===== config.mk =====
export PLATFORM = sky130hd
export DESIGN_NAME = seg_scan_scheduler
export DESIGN_NICKNAME = d
export VERILOG_FILES = /design/src/rtl/seg_scan_scheduler.sv
export SDC_FILE = /design/constraint.sdc
export NUM_CORES = 1
export LEC_CHECK = 0
export ABC_AREA = 1
export CAP_MARGIN = 5
export CORE_ASPECT_RATIO = 0.8
export CORE_MARGIN = 8
export CORE_UTILIZATION = 56
export CTS_CLUSTER_DIAMETER = 80
export DETAILED_ROUTE_END_ITERATION = 8
export PLACE_DENSITY = 0.86
export SYNTH_ARGS = -nofsm -noshare
export SYNTH_HDL_FRONTEND = slang
export SYNTH_SLANG_ARGS = --single-unit

===== constraint.sdc =====
create_clock -name CLK100MHZ -period 2.3 [get_ports CLK100MHZ]
set_input_delay 0.345 -clock CLK100MHZ [delete_from_list [all_inputs] [get_ports CLK100MHZ]]
set_output_delay 0.345 -clock CLK100MHZ [all_outputs]
set_load 0.02 [all_outputs]

===== src/rtl/seg_scan_scheduler.sv =====
// Seven-segment scan scheduler: time-multiplexes the shared cathode bus across the digit
// anodes. It snapshots display data once per frame, blanks all anodes at the start of each
// digit slot, and PWM-gates the active anode for brightness.
module seg_scan_scheduler #(
    parameter int unsigned NUM_DIGITS   = 4,
    parameter int unsigned SCAN_DIV     = 100000,
    parameter int unsigned BLANK_CYCLES = 200
) (
    input  logic                      CLK100MHZ,
    input  logic                      RESET_BTN,
    input  logic                      enable,
    input  logic [4*NUM_DIGITS-1:0]   digits,
    input  logic [NUM_DIGITS-1:0]     dp,
    input  logic [7:0]                pwm_in,
    output logic [7:0]                SevenSegment,
    output logic [7:0]                SegmentDrivers,
    output logic                      frame_tick
);

    localparam int unsigned SlotW = (SCAN_DIV > 1) ? $clog2(SCAN_DIV) : 1;
    localparam int unsigned IdxW  = (NUM_DIGITS > 1) ? $clog2(NUM_DIGITS) : 1;

    localparam logic [SlotW-1:0] SlotLast  = SlotW'(SCAN_DIV - 1);
    localparam logic [SlotW-1:0] BlankLast = SlotW'(BLANK_CYCLES - 1);
    localparam logic [IdxW-1:0]  IdxLast   = IdxW'(NUM_DIGITS - 1);

    typedef enum logic [1:0] {StIdle, StBlank, StDrive} state_e;

    state_e                  state_q, state_d;
    logic [SlotW-1:0]        slot_q, slot_d;
    logic [IdxW-1:0]         idx_q, idx_d;
    logic [7:0]              pwm_q, pwm_d;
    logic                    snap_take;

    logic [4*NUM_DIGITS-1:0] digits_snap_q;
    logic [NUM_DIGITS-1:0]   dp_snap_q;
    logic [7:0]              pwm_snap_q;

    logic [7:0]              ss_q, ss_d;
    logic [7:0]              sd_q, sd_d;
    logic                    ft_q;

    // Active-low a..g for a BCD digit; codes 10..15 blank the digit.
    function automatic logic [6:0] decode(input logic [3:0] bcd);
        case (bcd)
            4'd0:    decode = 7'h40;
            4'd1:    decode = 7'h79;
            4'd2:    decode = 7'h24;
            4'd3:    decode = 7'h30;
            4'd4:    decode = 7'h19;
            4'd5:    decode = 7'h12;
            4'd6:    decode = 7'h02;
            4'd7:    decode = 7'h78;
            4'd8:    decode = 7'h00;
            4'd9:    decode = 7'h10;
            default: decode = 7'h7F;
        endcase
    endfunction

    // Scan sequencing: slot counter, digit index, PWM counter and frame snapshot request.
    always_comb begin
        state_d   = state_q;
        slot_d    = slot_q;
        idx_d     = idx_q;
        pwm_d     = pwm_q;
        snap_take = 1'b0;
        if (!enable) begin
            state_d = StIdle;
            slot_d  = '0;
            idx_d   = '0;
            pwm_d   = '0;
        end else begin
            unique case (state_q)
                StIdle: begin
                    // First slot after enable is also a frame start.
                    state_d   = StBlank;
                    slot_d    = '0;
                    idx_d     = '0;
                    pwm_d     = '0;
                    snap_take = 1'b1;
                end
                StBlank: begin
                    pwm_d  = pwm_q + 8'd1;
                    slot_d = slot_q + 1'b1;
                    if (slot_q == BlankLast) begin
                        state_d = StDrive;
                    end
                end
                StDrive: begin
                    pwm_d = pwm_q + 8'd1;
                    if (slot_q == SlotLast) begin
                        slot_d  = '0;
                        state_d = StBlank;
                        if (idx_q == IdxLast) begin
                            idx_d     = '0;
                            snap_take = 1'b1;
                        end else begin
                            idx_d = idx_q + 1'b1;
                        end
                    end else begin
                        slot_d = slot_q + 1'b1;
                    end
                end
                default: state_d = StIdle;
            endcase
        end
    end

    // Pin values from the current scan position; registered below so pins lag by one cycle.
    always_comb begin
        logic [3:0] nib;
        logic       dp_bit;
        nib    = 4'hF;
        dp_bit = 1'b0;
        ss_d   = 8'hFF;
        sd_d   = 8'hFF;
        for (int i = 0; i < NUM_DIGITS; i++) begin
            if (idx_q == IdxW'(i)) begin
                nib    = digits_snap_q[i*4 +: 4];
                dp_bit = dp_snap_q[i];
            end
        end
        if (enable && (state_q != StIdle)) begin
            ss_d = {~dp_bit, decode(nib)};
            if ((state_q == StDrive) && ((pwm_q < pwm_snap_q) || (pwm_snap_q == 8'hFF))) begin
                for (int i = 0; i < NUM_DIGITS; i++) begin
                    if (idx_q == IdxW'(i)) begin
                        sd_d[i] = 1'b0;
                    end
                end
            end
        end
    end

    // State, snapshot and output registers with synchronous active-low reset.
    always_ff @(posedge CLK100MHZ) begin
        if (!RESET_BTN) begin
            state_q       <= StIdle;
            slot_q        <= '0;
            idx_q         <= '0;
            pwm_q         <= '0;
            digits_snap_q <= '0;
            dp_snap_q     <= '0;
            pwm_snap_q    <= '0;
            ss_q          <= 8'hFF;
            sd_q          <= 8'hFF;
            ft_q          <= 1'b0;
        end else begin
            state_q <= state_d;
            slot_q  <= slot_d;
            idx_q   <= idx_d;
            pwm_q   <= pwm_d;
            ss_q    <= ss_d;
            sd_q    <= sd_d;
            ft_q    <= snap_take;
            if (snap_take) begin
                digits_snap_q <= digits;
                dp_snap_q     <= dp;
                pwm_snap_q    <= pwm_in;
            end
        end
    end

    assign SevenSegment   = ss_q;
    assign SegmentDrivers = sd_q;
    assign frame_tick     = ft_q;

endmodule

### Word-level counts from Yosys, hierarchy flattened

Memories as Yosys holds them, arrays and structs flattened. A register that Yosys moved wholly into a read port is not among the register bits.
Index checks and enable logic that the tools add are counted.
W data, S select, Z words.

* bits in registers: 74
* memory bits (read-only): 112
* input bits: 31
* output and inout port bits: 17
* word-level logic and storage cells: 68
* memories kept: 1

Memory list
* (no name shown): words 16, bits a word 7, read ports 1, clocked after memory_dff 1, write ports 0, line 45 `case (bcd)`

* $add $sub $neg: 3
* magnitude comparators: 1
* equality and inequality tests: 10
* muxes and demuxes: 25
* bitwise logic cells: 1
* reductions and logical operators: 16

Operators by type and width (number)
* $pmux W17 S3: 1
* $add A17 B1 Y17 const B: 1
* $eq A17 B17 Y1 const B: 1
* $eq A17 B8 Y1 const B: 1
* $mux W17: 1
* $mux W4: 4
* $pmux W8 S2: 1
* $mux W1: 11
* $add A8 B1 Y8 const B: 1
* $eq A8 B8 Y1 const B: 1
* $lt A8 B8 Y1: 1
* $mux W2: 4
* $reduce_and A2 Y1: 4
* $eq A2 B2 Y1 const B: 3
* $pmux W2 S3: 1
* $reduce_bool A2 Y1: 3
* $eq A2 B1 Y1 const B: 2
* $logic_not A2 Y1: 2
* $ne A2 B2 Y1 const B: 2
* $pmux W2 S2: 1
* $reduce_and A3 Y1: 1
* $reduce_bool A3 Y1: 1
* $add A2 B1 Y2 const B: 1
* $logic_and A1 B1 Y1: 2
* other kinds (5): 5

### Depth between registers and ports, before layout

* depth after elaboration: 6
* depth in mapped cells: 14
* depth with buffers taken out: 14

### Least setup slack after synthesis

Ideal clock, no wire load.

* path kind: flip-flop to flip-flop
* from: register idx_q[1]
* to: register ss_q[3] (netlist: SevenSegment[3])
* setup time: 135 ps
* arrival: 1839 ps
* data required time: 2165 ps
* slack: 326 ps
* stages on the path, launching flop included: 13
* buffers on the path: 0
* period minus slack after synthesis: 1974 ps
* cell sequence: dfxtp_1 -> inv_1 -> ha_1 -> inv_1 -> nand2_1 -> o22ai_1 -> nand2_1 -> a22oi_1 -> inv_1 -> ha_1 -> nand2_1 -> nand3_1 -> nand3_1

* word-level cells in the longest chain between the ends: 5
* elaborated cells between the ends (all ways): 8
* classes of those cells: 3 x eq/ne; 4 x mux; 1 x reduce/logical

Ends and longest elaborated chain
* start, declared: line 31 `logic [IdxW-1:0] idx_q, idx_d;`
* start signal, assigned: line 151 `idx_q <= idx_d;`
* $logic_not A2 Y1: line 118 `if (idx_q == IdxW'(i)) begin`
* $mux W4 (3 in series): line 118
* $mux W4 (*): line 118
* end, declared: line 39 `logic [7:0] ss_q, ss_d;`

Mark *: on every way between the ends. The rest lies on a longest branch, timed or not.
A chain may end at the register's enable or synchronous reset.

### Worst setup path in the final report

Same ends and word-level chain as after synthesis.

==> results by group <==
Cells and area
  – Ant diodes: 0
  – Most common cell after layout, fill and taps aside: nand2_1
  – Layout area overhead: 17.0%
  – Commonest non-fill, non-tap cells in the layout: 121 x nand2_1, 78 x inv_1, 71 x nor2_1
  – Fillers: 589
  – Layout Nets: 671
  – Layout cell share with drive strength beyond 1: 7.25%
  – Non-Filler Instances: 708

Worst setup path
  – Required @ worst endpoint: 2530 ps
  – Max Fanout on Critical Path: 6
  – RR Startpoint: idx_q[1]
  – R2R cell count: 12
  – Internal reg-to-reg setup slack: 210 ps
  – FF-to-FF End: SevenSegment[3]
  – CP arrival: 2310 ps
  – Critical path type: reg2reg
  – Setup crit start kind: register
  – Critical path's slowest cell: dfxtp_2
  – Critical path origin: idx_q[1]
  – Max stage delay on crit path: 360 ps
  – Critical Path Sink: SevenSegment[3]
  – Crit-path most repeated cell: nand2_1
  – Worst path cell trace: inv_1, ha_1, inv_2, nand2_1, o22ai_1, nand2_1, a22oi_1, inv_1, ha_1, nand2_1, nand3_1, nand3_1
  – Worst setup EP type: register

Worst hold path
  – Type of the worst min-delay path: in2reg
  – WHS Path Cells: 3

Routing
  – Via count: 3,772
  – ANT nets after route: 0
  – DR DRC count: 0
  – Routed vias/inst: 5.33
  – First drt pass iteration count: 6
  – Initial DRC count: 234
  – Routed length per instance: 13.2 um
  – Routed WL: 9.35 mm

Die
  – Die X: 110 um
  – Io pins: 48
  – Die Y: 91.0 um
  – Initial Utilization: 57.5%
  – Die ar.: 0.0100 mm2
  – Placeable Area: 0.00686 mm2
  – Row count: 27

Synthesis
  – Mapped Cells: 579
  – Synthesized flop and latch total: 70
  – Average cell area after synthesis: 6.81 um2
  – Sequential element share of the synthesized area: 35.5%
  – Unique masters post-synth: 33
  – Yosys warning count: 0
  – Synth Cell Area: 0.00394 mm2

Placed design
  – Port-buffer cells: 43
  – Detail Placement HPWL: 6.73 mm
  – Pre-CTS WS: 171 ps
  – Placed cell count: 693
  – Final GP Congestion: 0.975

Global route
  – GR Layer Usage met2: 30.7%
  – Global-route met3 utilization: 4.24%
  – Grt met1 use: 23.9%
  – Grt total ovfl: 0
  – Tot GR Track Use: 19.4%
  – GR peak layer: met2
  – First-pass GRT wire length: 16.0 mm
  – Vias in the first global route: 3,517
  – Initial antenna violation count: 0
  – Pin count of the biggest net entering global routing: 57

Timing
  – Pins Over Slew Limit: 0
  – Actual slew at the worst max-slew pin: 589 ps
  – Slew headroom: 60.7%
  – Final Skew: 8.18 ps
  – Max Clk Rate: 479 MHz
  – Final setup margin: 213 ps
  – Setup violations, final: 0
  – Final critical-path share of the clock period: 90.8%
  – Final hold violation count: 0
  – RSZ-0062 raised after global routing: false
  – Post-layout min period: 2090 ps
  – Setup TNS: 0 ps

CTS
  – Latest clock arrival within the worst-skew pair: 340 ps
  – Number of clock sinks: 70
  – H-Tree Depth: 3
  – Clock Path Buffers: 2
  – CTS buffer count: 9
  – CTS tree: done
  – Root buffer cell: clkbuf_8
  – CTS clk-pin slew, worst paths: 70 ps

Power and ir drop
  – P_leak: 2.07 nW
  – Peak supply drop: 0.431 mV
  – Tot Pwr: 2.78 mW
  – PwrDens: 602 mW/mm2

Flow run
  – Max Cap Viol: 0

Run status
  – Status: finished, final reports clean
==> worst max-delay path, delay by kind of cell, from the launching register on <==
family / cells / cell delay (ps)
compound gates: 2 / 360
buf+inv: 3 / 280
simple gates: 5 / 440
flops: 1 / 360
fa+ha+maj: 2 / 510
==> sequential cells by signal (all words and copies together), names as in the netlist <==
signal	flops
slot_q	17
idx_q	2
dp_snap_q	4
pwm_snap_q	8
state_q	2
pwm_q	8
SevenSegment	8
frame_tick	1
digits_snap_q	16
SegmentDrivers	4
==> logic make-up after synthesis <==
logic type | share of synthesized area [%]
other | 0.0951
xor gates and xnor gates | 1.56
buffers and inverters | 11.7
AOI/OAI and AO/OA | 11.4
and+or+nand+nor | 32.3
DFF | 35.5
adders and majority gates | 7.30
==> through the flow <==
| step | hold slack, ps | util [%] | instance area [um2] |
|---|---|---|---|
| floorplan | 424 | - | 3950 |
| global placement | 456 | 64.2 | 4400 |
| detailed placement | 464 | 64.2 | 4400 |
| CTS | 438 | 67.3 | 4610 |
| global route | 462 | 67.3 | 4610 |
| finish | 447 | 67.3 | 4610 |
==> area by class of cell <==
| class | count | area, um2 | share of cell area (%) |
|---|---|---|---|
| Clock buffer | 9 | 124 | 2.69 |
| Clock inverter | 6 | 87.6 | 1.90 |
| Inverter | 80 | 300 | 6.51 |
| Multi-Input combinational cell | 405 | 2090 | 45.3 |
| Sequential cell | 70 | 1400 | 30.4 |
| Tap cell | 87 | 109 | 2.36 |
| Timing Repair Buffer | 51 | 498 | 10.8 |
==> metal layers <==
layer / up-vias / wire length (um)
li1: 1921 / -
met1: 1688 / 4080
met2: 129 / 4400
met3: 34 / 538
met4: 0 / 335
met5: - / 0
==> where the power goes <==
part           switching, mW  internal, mW
registers             0.0357          1.26
clock network          0.474         0.604
logic                  0.234         0.164
==> worst min path at each step <==
stage | from | endpoint
2_1_floorplan | dp_snap_q[3] | SevenSegment[7]
3_3_place_gp | dp_snap_q[3] | dp_snap_q[3]
3_5_place_dp | dp_snap_q[3] | dp_snap_q[3]
4_1_cts | enable | slot_q[1]
5_1_grt | enable | slot_q[2]
6_report | enable | slot_q[2]
==> cell usage after synthesis (all sizes together) <==
master | count | area (um2)
dfxtp | 70 | 1400
o2111ai | 1 | 8.76
nand4 | 6 | 37.5
nand2 | 123 | 464
conb | 1 | 3.75
o22ai | 3 | 18.8
ha | 23 | 288
nor3 | 7 | 40.0
nand3b | 4 | 30.0
xor2 | 7 | 61.3
inv | 80 | 300
nand3 | 71 | 410
or2 | 1 | 6.26
o21ai | 15 | 78.8
a22oi | 3 | 22.5
nor3b | 1 | 7.51
and3 | 1 | 6.26
buf | 15 | 118
a31o | 1 | 8.76
clkbuf | 12 | 45.0
o21a | 1 | 7.51
a21oi | 61 | 305
nor2 | 72 | 273
==> what timing repair did <==
item | 4_1_cts | 5_1_grt
setup buffers | 0 | 0
hold buffers | 0 | 0
setup endpoints to repair | 0 | 5
resized for setup | 0 | 2
Note: power is estimated with default switching activity, not from simulation.
